## src/rtl/alu_issue_ctrl_if.sv

```systemverilog
// alu_issue_ctrl_if: request, ALU operand/result and completion signals of the execute-stage issue controller
interface alu_issue_ctrl_if #(parameter int N = 8);
    logic         in_valid;
    logic         in_ready;
    logic [1:0]   in_alu_op;
    logic [2:0]   in_funct3;
    logic         in_funct7b5;
    logic [N-1:0] in_op_a;
    logic [N-1:0] in_op_b;
    logic [N-1:0] alu_a;
    logic [N-1:0] alu_b;
    logic [3:0]   alu_sel;
    logic [N-1:0] alu_result;
    logic         alu_zero;
    logic         out_valid;
    logic         out_ready;
    logic [N-1:0] out_result;
    logic         out_taken;
    logic         out_illegal;

    // controller side: drives the ALU operands and the completion handshake
    modport master (
        input  in_valid, in_alu_op, in_funct3, in_funct7b5, in_op_a, in_op_b,
        input  alu_result, alu_zero, out_ready,
        output in_ready, alu_a, alu_b, alu_sel,
        output out_valid, out_result, out_taken, out_illegal
    );

    // environment side: decode stage, ALU and result consumer
    modport slave (
        output in_valid, in_alu_op, in_funct3, in_funct7b5, in_op_a, in_op_b,
        output alu_result, alu_zero, out_ready,
        input  in_ready, alu_a, alu_b, alu_sel,
        input  out_valid, out_result, out_taken, out_illegal
    );
endinterface

```

## src/rtl/alu_issue_ctrl.sv

```systemverilog
// alu_issue_ctrl: decodes ALUOp/funct3/funct7[5] into an ALU select, drives registered operands and returns result/branch-taken
module alu_issue_ctrl #(
    parameter int N = 8
) (
    input logic              clk,
    input logic              rst,
    input logic              flush,
    alu_issue_ctrl_if.master bus
);
    typedef enum logic [1:0] {IDLE, EXEC, HOLD} state_t;
    typedef enum logic [1:0] {BR_NONE, BR_EQ, BR_NE} br_t;

    localparam logic [3:0] SEL_AND = 4'b0000;
    localparam logic [3:0] SEL_OR  = 4'b0001;
    localparam logic [3:0] SEL_ADD = 4'b0010;
    localparam logic [3:0] SEL_SUB = 4'b0110;
    localparam logic [3:0] SEL_ILL = 4'b1111;

    state_t       state_q, state_d;
    br_t          br_q, br_d, dec_br;
    logic [N-1:0] a_q, a_d, b_q, b_d, res_q, res_d;
    logic [3:0]   sel_q, sel_d, dec_sel;
    logic         ill_q, ill_d, dec_ill;
    logic         valid_q, valid_d, taken_q, taken_d, oill_q, oill_d;

    // decode the incoming request; anything unlisted falls through as illegal
    always_comb begin
        dec_sel = SEL_ILL;
        dec_ill = 1'b1;
        dec_br  = BR_NONE;
        case (bus.in_alu_op)
            2'b00: begin
                dec_sel = SEL_ADD;
                dec_ill = 1'b0;
            end
            2'b01: if (bus.in_funct3[2:1] == 2'b00) begin
                dec_sel = SEL_SUB;
                dec_ill = 1'b0;
                dec_br  = bus.in_funct3[0] ? BR_NE : BR_EQ;
            end
            default: case (bus.in_funct3)
                3'b000: begin
                    dec_sel = (!bus.in_alu_op[0] && bus.in_funct7b5) ? SEL_SUB : SEL_ADD;
                    dec_ill = 1'b0;
                end
                3'b111: begin
                    dec_sel = SEL_AND;
                    dec_ill = 1'b0;
                end
                3'b110: begin
                    dec_sel = SEL_OR;
                    dec_ill = 1'b0;
                end
                default: ;
            endcase
        endcase
    end

    // next-state: accept in IDLE, sample the ALU in EXEC, wait for the consumer in HOLD; flush overrides all
    always_comb begin
        state_d = state_q;
        a_d     = a_q;
        b_d     = b_q;
        sel_d   = sel_q;
        ill_d   = ill_q;
        br_d    = br_q;
        res_d   = res_q;
        valid_d = valid_q;
        taken_d = taken_q;
        oill_d  = oill_q;
        case (state_q)
            IDLE: if (bus.in_valid) begin
                a_d     = bus.in_op_a;
                b_d     = bus.in_op_b;
                sel_d   = dec_sel;
                ill_d   = dec_ill;
                br_d    = dec_br;
                state_d = EXEC;
            end
            EXEC: begin
                res_d   = bus.alu_result;
                oill_d  = ill_q;
                taken_d = (br_q == BR_EQ) ? bus.alu_zero : (br_q == BR_NE) ? !bus.alu_zero : 1'b0;
                valid_d = 1'b1;
                state_d = HOLD;
            end
            HOLD: if (bus.out_ready) begin
                valid_d = 1'b0;
                state_d = IDLE;
            end
            default: state_d = IDLE;
        endcase
        if (flush) begin
            state_d = IDLE;
            valid_d = 1'b0;
            a_d     = a_q;
            b_d     = b_q;
            sel_d   = sel_q;
            ill_d   = ill_q;
            br_d    = br_q;
        end
    end

    // state and output registers; reset drops any operation in flight
    always_ff @(posedge clk or negedge rst) begin
        if (!rst) begin
            state_q <= IDLE;
            a_q     <= '0;
            b_q     <= '0;
            sel_q   <= SEL_AND;
            ill_q   <= 1'b0;
            br_q    <= BR_NONE;
            res_q   <= '0;
            valid_q <= 1'b0;
            taken_q <= 1'b0;
            oill_q  <= 1'b0;
        end else begin
            state_q <= state_d;
            a_q     <= a_d;
            b_q     <= b_d;
            sel_q   <= sel_d;
            ill_q   <= ill_d;
            br_q    <= br_d;
            res_q   <= res_d;
            valid_q <= valid_d;
            taken_q <= taken_d;
            oill_q  <= oill_d;
        end
    end

    assign bus.in_ready    = (state_q == IDLE);
    assign bus.alu_a       = a_q;
    assign bus.alu_b       = b_q;
    assign bus.alu_sel     = sel_q;
    assign bus.out_valid   = valid_q;
    assign bus.out_result  = res_q;
    assign bus.out_taken   = taken_q;
    assign bus.out_illegal = oill_q;
endmodule

```

## src/flat_wrapper.sv

```systemverilog
// flat-port wrapper written by rule: the top's interface ports become plain ports
module alu_issue_ctrl_flat 
#(
    parameter int N = 8
)
  (clk, rst, flush, bus_in_valid, bus_in_alu_op, bus_in_funct3, bus_in_funct7b5, bus_in_op_a, bus_in_op_b, bus_alu_result, bus_alu_zero, bus_out_ready, bus_in_ready, bus_alu_a, bus_alu_b, bus_alu_sel, bus_out_valid, bus_out_result, bus_out_taken, bus_out_illegal);
  alu_issue_ctrl_if #(.N(N)) bus_i ();
  input logic clk;
  input logic rst;
  input logic flush;
  input wire logic [$bits(bus_i.in_valid)-1:0] bus_in_valid;
  input wire logic [$bits(bus_i.in_alu_op)-1:0] bus_in_alu_op;
  input wire logic [$bits(bus_i.in_funct3)-1:0] bus_in_funct3;
  input wire logic [$bits(bus_i.in_funct7b5)-1:0] bus_in_funct7b5;
  input wire logic [$bits(bus_i.in_op_a)-1:0] bus_in_op_a;
  input wire logic [$bits(bus_i.in_op_b)-1:0] bus_in_op_b;
  input wire logic [$bits(bus_i.alu_result)-1:0] bus_alu_result;
  input wire logic [$bits(bus_i.alu_zero)-1:0] bus_alu_zero;
  input wire logic [$bits(bus_i.out_ready)-1:0] bus_out_ready;
  output wire logic [$bits(bus_i.in_ready)-1:0] bus_in_ready;
  output wire logic [$bits(bus_i.alu_a)-1:0] bus_alu_a;
  output wire logic [$bits(bus_i.alu_b)-1:0] bus_alu_b;
  output wire logic [$bits(bus_i.alu_sel)-1:0] bus_alu_sel;
  output wire logic [$bits(bus_i.out_valid)-1:0] bus_out_valid;
  output wire logic [$bits(bus_i.out_result)-1:0] bus_out_result;
  output wire logic [$bits(bus_i.out_taken)-1:0] bus_out_taken;
  output wire logic [$bits(bus_i.out_illegal)-1:0] bus_out_illegal;
  assign bus_i.in_valid = bus_in_valid;
  assign bus_i.in_alu_op = bus_in_alu_op;
  assign bus_i.in_funct3 = bus_in_funct3;
  assign bus_i.in_funct7b5 = bus_in_funct7b5;
  assign bus_i.in_op_a = bus_in_op_a;
  assign bus_i.in_op_b = bus_in_op_b;
  assign bus_i.alu_result = bus_alu_result;
  assign bus_i.alu_zero = bus_alu_zero;
  assign bus_i.out_ready = bus_out_ready;
  assign bus_in_ready = bus_i.in_ready;
  assign bus_alu_a = bus_i.alu_a;
  assign bus_alu_b = bus_i.alu_b;
  assign bus_alu_sel = bus_i.alu_sel;
  assign bus_out_valid = bus_i.out_valid;
  assign bus_out_result = bus_i.out_result;
  assign bus_out_taken = bus_i.out_taken;
  assign bus_out_illegal = bus_i.out_illegal;
  alu_issue_ctrl #(.N(N)) u_core (.clk(clk), .rst(rst), .flush(flush), .bus(bus_i));
endmodule
```

## config.mk

```make
export PLATFORM = sky130hd
export DESIGN_NAME = alu_issue_ctrl_flat
export DESIGN_NICKNAME = d
export VERILOG_FILES = /design/src/rtl/alu_issue_ctrl_if.sv /design/src/rtl/alu_issue_ctrl.sv /design/src/flat_wrapper.sv
export SDC_FILE = /design/constraint.sdc
export NUM_CORES = 1
export LEC_CHECK = 0
export BUFFER_PORTS_ARGS = -buffer_cell sky130_fd_sc_hd__clkbuf_2
export CAP_MARGIN = 20
export CORE_ASPECT_RATIO = 0.5
export CORE_MARGIN = 2
export CORE_UTILIZATION = 40
export DETAILED_ROUTE_END_ITERATION = 16
export PLACE_DENSITY = 0.7
export SETUP_SLACK_MARGIN = 0.5
export SLEW_MARGIN = 20
export SYNTH_ARGS = -nofsm -noshare
export SYNTH_HDL_FRONTEND = slang
export SYNTH_SLANG_ARGS = --single-unit
export TNS_END_PERCENT = 20
```

## constraint.sdc

```tcl
create_clock -name clk -period 2.05 [get_ports clk]
set_input_delay 0.41 -clock clk [delete_from_list [all_inputs] [get_ports clk]]
set_output_delay 0.41 -clock clk [all_outputs]
set_load 0.02 [all_outputs]
```

---- Yosys cells after proc, flatten, opt, wreduce, memory -nomap -nowiden ----
Cells that the tools add are included.
operators by class
  muxes and demuxes ....................... 19
  reduce and logical (&&, ||, !) cells .... 12
  equality and inequality tests ........... 9
  bitwise operators ....................... 1
operators by type and width
  kind                count
  $mux 2              6
  $pmux 4 s3          1
  $pmux 4 s2          1
  $eq 2x1->1 const B  3
  $eq 3x3->1 const B  2
  $logic_not 2->1     3
  $mux 1              6
  $ne 3x3->1 const B  2
  $pmux 2 s3          1
  $eq 2x2->1 const B  2
  $mux 4              1
  $pmux 1 s2          2
  $reduce_and 2->1    2
  $logic_not 3->1     1
  $mux 3              1
  $reduce_and 3->1    1
  $reduce_bool 3->1   1
  $reduce_or 3->1     1
  $logic_not 1->1     2
  $logic_and 1x1->1   1
  $not 1->1           1
word-level totals
  logic and storage cells ................. 51
  bits of input ports ..................... 36
  flip-flop bits (word level) ............. 36

---- Logic depth before layout (Yosys ltp) ----
  depth after elaboration ................. 5
  gate-level depth with buffers ........... 5
  depth with buffers taken out ............ 4

---- Least setup slack after synthesis ----
No wires, ideal clock.
  path type ............................... register to register
  start point ............................. register u_core.state_q[1]
  end point ............................... register u_core.a_q[0] (netlist: u_core.bus.alu_a[0])
  path slack .............................. 657 ps
  data arrival time ....................... 1277 ps
  buffers on the path ..................... 1
  stages on the path, launching flop included .. 5
  cell sequence ........................... dfrtp_1 -> or4b_4 -> buf_2 -> nand2_1 -> nand2_1
on the way
  cells in the longest elaborated chain, start to end .. 2
ends and longest elaborated chain
  item                        line                   RTL
  start, declared             alu_issue_ctrl.sv:19   state_t state_q, state_d;
  start signal, assigned      alu_issue_ctrl.sv:118  state_q <= state_d;
  $logic_not 2->1             alu_issue_ctrl.sv:71   case (state_q)
  $reduce_and 3->1 (no line)  n/a
  end signal, assigned        alu_issue_ctrl.sv:108  a_q <= '0;
  end signal, assigned        alu_issue_ctrl.sv:119  a_q <= a_d;
  end, declared               alu_issue_ctrl.sv:21   logic [N-1:0] a_q, a_d, b_q, b_d, res_q, res_d;
Every way passes these cells.
A chain may end at the register's enable or synchronous reset.

---- Worst setup path after layout ----
  start point ............................. register u_core.state_q[0]
  end point ............................... register u_core.br_q[0]
on the way
  cells in the longest elaborated chain, start to end .. 2
ends and longest elaborated chain
  item                        line                   RTL
  $logic_not 2->1             alu_issue_ctrl.sv:71
  $reduce_and 3->1 (no line)  n/a
  end signal, assigned        alu_issue_ctrl.sv:123  br_q <= br_d;
  end, declared               alu_issue_ctrl.sv:20   br_t br_q, br_d, dec_br;
Every way passes these cells.

==> impl_metrics.json <==
{
  "status": "finished clean",
  "grt_pass1_vias": 1115,
  "seq_area_um2": 876,
  "layout-drive-gt1-share_pct": 42.3,
  "hold_path.class": "primary input to asynchronous set/reset pin",
  "cts_tree": "yes",
  "async_flop_share_pct": 100,
  "io_buffers": 67,
  "synth.cell_area_mm2": 0.00145,
  "rr_worst_depth": 4,
  "cts_hold_buf": 0,
  "area_growth_pct": 33.1,
  "fillers": 345,
  "irDropWorstVdd_mv": 0.310,
  "ys.flop_type": "dfrtp_1",
  "num_antenna_cells": 0,
  "finalCritPeriodShare_pct": 74.8,
  "crit_buf_inv": 1,
  "p_leak_nw": 1.04,
  "hold_viol": 0,
  "critPathMaxStageDelay_ns": 0.62,
  "clkSinkCount": 35,
  "cts_root_buf": "clkbuf_8",
  "fp.dieH_um": 46.6,
  "overflow": 0,
  "seqPwrFrac_pct": 47.0,
  "critical_path.top_delay_family": "simple AND/OR/NAND/NOR gates",
  "p_switching_mw": 0.608,
  "crit_type": "flop to flop",
  "internal_power_mw": 1.27,
  "worst_setup_path_start_kind": "flop",
  "cp-startpoint": "u_core.state_q[0]",
  "synth.top_cells.by_count": "nand2_1 (56), dfrtp_1 (35), mux2_2 (9)",
  "period_needed_ns": 1.53,
  "worst_pin_slew_ns": 0.450,
  "finalMaxSlewViolations": 0,
  "netlist.top_cell.by_area": "dfrtp_1",
  "fin_cells": 266,
  "r2r_start": "u_core.state_q[0]",
  "max_cap_viol_count": 0,
  "drc_errors": 0,
  "multi_input_area_um2": 508,
  "ys_top_cells_by_area": "dfrtp_1 (60%), nand2_1 (15%), mux2_2 (7.0%)",
  "slowest_stage": "or4b_4",
  "synth_edf_count": 0,
  "die_area_mm2": 0.00415,
  "gp_congestion": 0.812,
  "holdWs_ns": 0.0584,
  "clkLatencyLatePin_ns": 0.28,
  "synth_cell_types": 23,
  "avgSynthCellArea_um2": 10.3,
  "vias_per_cell": 4.46,
  "p_comb_share_pct": 27.1,
  "ys_ff_latch": 35,
  "place_hpwl_um": 2220,
  "start_util_pct": 42.0,
  "num_rows": 15,
  "switching_share_pct": 32.3,
  "cp_num_cells": 4,
  "detail_route.wl_per_cell_um": 11.5,
  "finalNetCount": 251,
  "vias": 1187,
  "critPathRequiredTime_ns": 2.25,
  "setup_slack_ns": 0.517,
  "synth_cells": 141,
  "chipWidth_um": 89.1,
  "fin_tns_setup_ns": 0,
  "ant_nets": 0,
  "grt_max_degree": 25,
  "core_mm2": 0.00345,
  "yosysMostFrequentCell": "nand2_1",
  "worstPathCellList": "or4b_4 -> inv_6 -> nand2_1 -> o22ai_1",
  "path_clk_slew_ns": 0.07,
  "routed_wl_um": 3070,
  "clock_path_buffers": 2,
  "syn_nets": 177,
  "dp.cells": 256,
  "powerDensity_mw_per_mm2": 976,
  "drt_pre_antenna_iters": 4,
  "p_clk_share_pct": 25.9,
  "yosysSeqAreaShare_pct": 60.4,
  "rsz0062_at_grt": "yes",
  "io_pins": 68,
  "slew_headroom_pct": 69.5,
  "pre_cts_ws_ns": 0.367,
  "htree_num_levels": 2,
  "drtIter0Drc": 48,
  "antenna_found_initial": 0,
  "max_freq_ghz": 0.652,
  "utilization_pct": 55.8,
  "synth_warnings": 0,
  "grt_pass1_wl_um": 5020,
  "fin_skew_ns": 0.00503,
  "cts_buffers": 5,
  "arrival_ns": 1.74,
  "grtUsageTotal_pct": 16.7,
  "cp_max_fo": 24,
  "synth_top_area_share_pct": 60.4,
  "cp-end-kind": "flop",
  "final-setup-viol-count": 0
}
-- per-stage QoR --
step,power [mW],instance area [um2]
6_report,1.88,1930
5_1_grt,1.99,1930
4_1_cts,1.90,1920
3_5_place_dp,1.41,1810
3_3_place_gp,1.40,1810
2_1_floorplan,1.21,1450
-- layout make-up --
| class | instances | share of cell area (%) |
|---|---|---|
| Clock buffer | 6 | 4.28 |
| Clock inverter | 1 | 0.260 |
| Inverter | 4 | 1.04 |
| Multi-Input combinational cell | 97 | 26.3 |
| Sequential cell | 35 | 45.4 |
| Tap cell | 51 | 3.31 |
| Timing Repair Buffer | 72 | 19.3 |
-- power groups by stage --
stage / sequential, mW / combinational (mW) / clock, mW
floorplan: 1.04 / 0.164 / 0
global placement: 0.895 / 0.501 / 0
detailed placement: 0.898 / 0.510 / 0
CTS: 0.886 / 0.517 / 0.498
global route: 0.903 / 0.564 / 0.523
finish: 0.885 / 0.509 / 0.488
-- cells by family (layout without fill, tap and decap cells) --
group	after synthesis	in the layout	synth area share, %
compound gates	13	13	5.44
buf+inv	10	83	5.44
flops	35	35	60.4
mux	9	9	7.00
simple gates	74	75	21.7
-- what timing repair did --
action	CTS	global route
gates resized for setup	0	1
gates cloned	1	0
endpoints found under the setup margin	10	14
pin swaps	1	0
buffers inserted	2	0
-- layer usage --
metal | wire, um | GRT usage (%) | vias up
li1 | - | - | 605
met1 | 1430 | 22.0 | 550
met2 | 1440 | 25.9 | 30
met3 | 181 | 5.91 | 2
met4 | 17 | 6.27 | 0
met5 | 0 | 0 | -
-- cells in the final DEF (no fill, tap or decap), drive strengths merged, types with 2 or more instances in the layout --
master	synthesis	layout
a21oi	3	3
a31oi	3	3
buf	6	5
clkbuf	0	73
dfrtp	35	35
inv	4	4
mux2	9	9
nand2	56	56
nand3	3	3
nor2	7	7
nor2b	3	3
nor4b	2	2
o21ai	3	3
or3	2	2
or4b	1	2
-- flip-flops by register name, indices dropped and copies added (netlist names), 2 cells and up --
register,flops
u_core.state_q,2
u_core.br_q,2
u_core.bus.alu_a,8
u_core.bus.alu_b,8
u_core.bus.alu_sel,3
u_core.bus.out_result,8
-- worst paths after layout --
| check | endpoint | slack [ns] |
|---|---|---|
| setup / recovery | u_core.br_q[0] | 0.52 |
| hold / removal | u_core.bus.alu_b[7] | 0.06 |
| setup reg to reg | u_core.br_q[0] | 0.52 |
| hold reg to reg | u_core.bus.alu_a[7] | 0.47 |
| max in group asynchronous | u_core.bus.alu_a[4] | 1.49 |
| min in group clk | u_core.bus.alu_a[2] | 0.32 |
(Power assumes the default switching activity.)
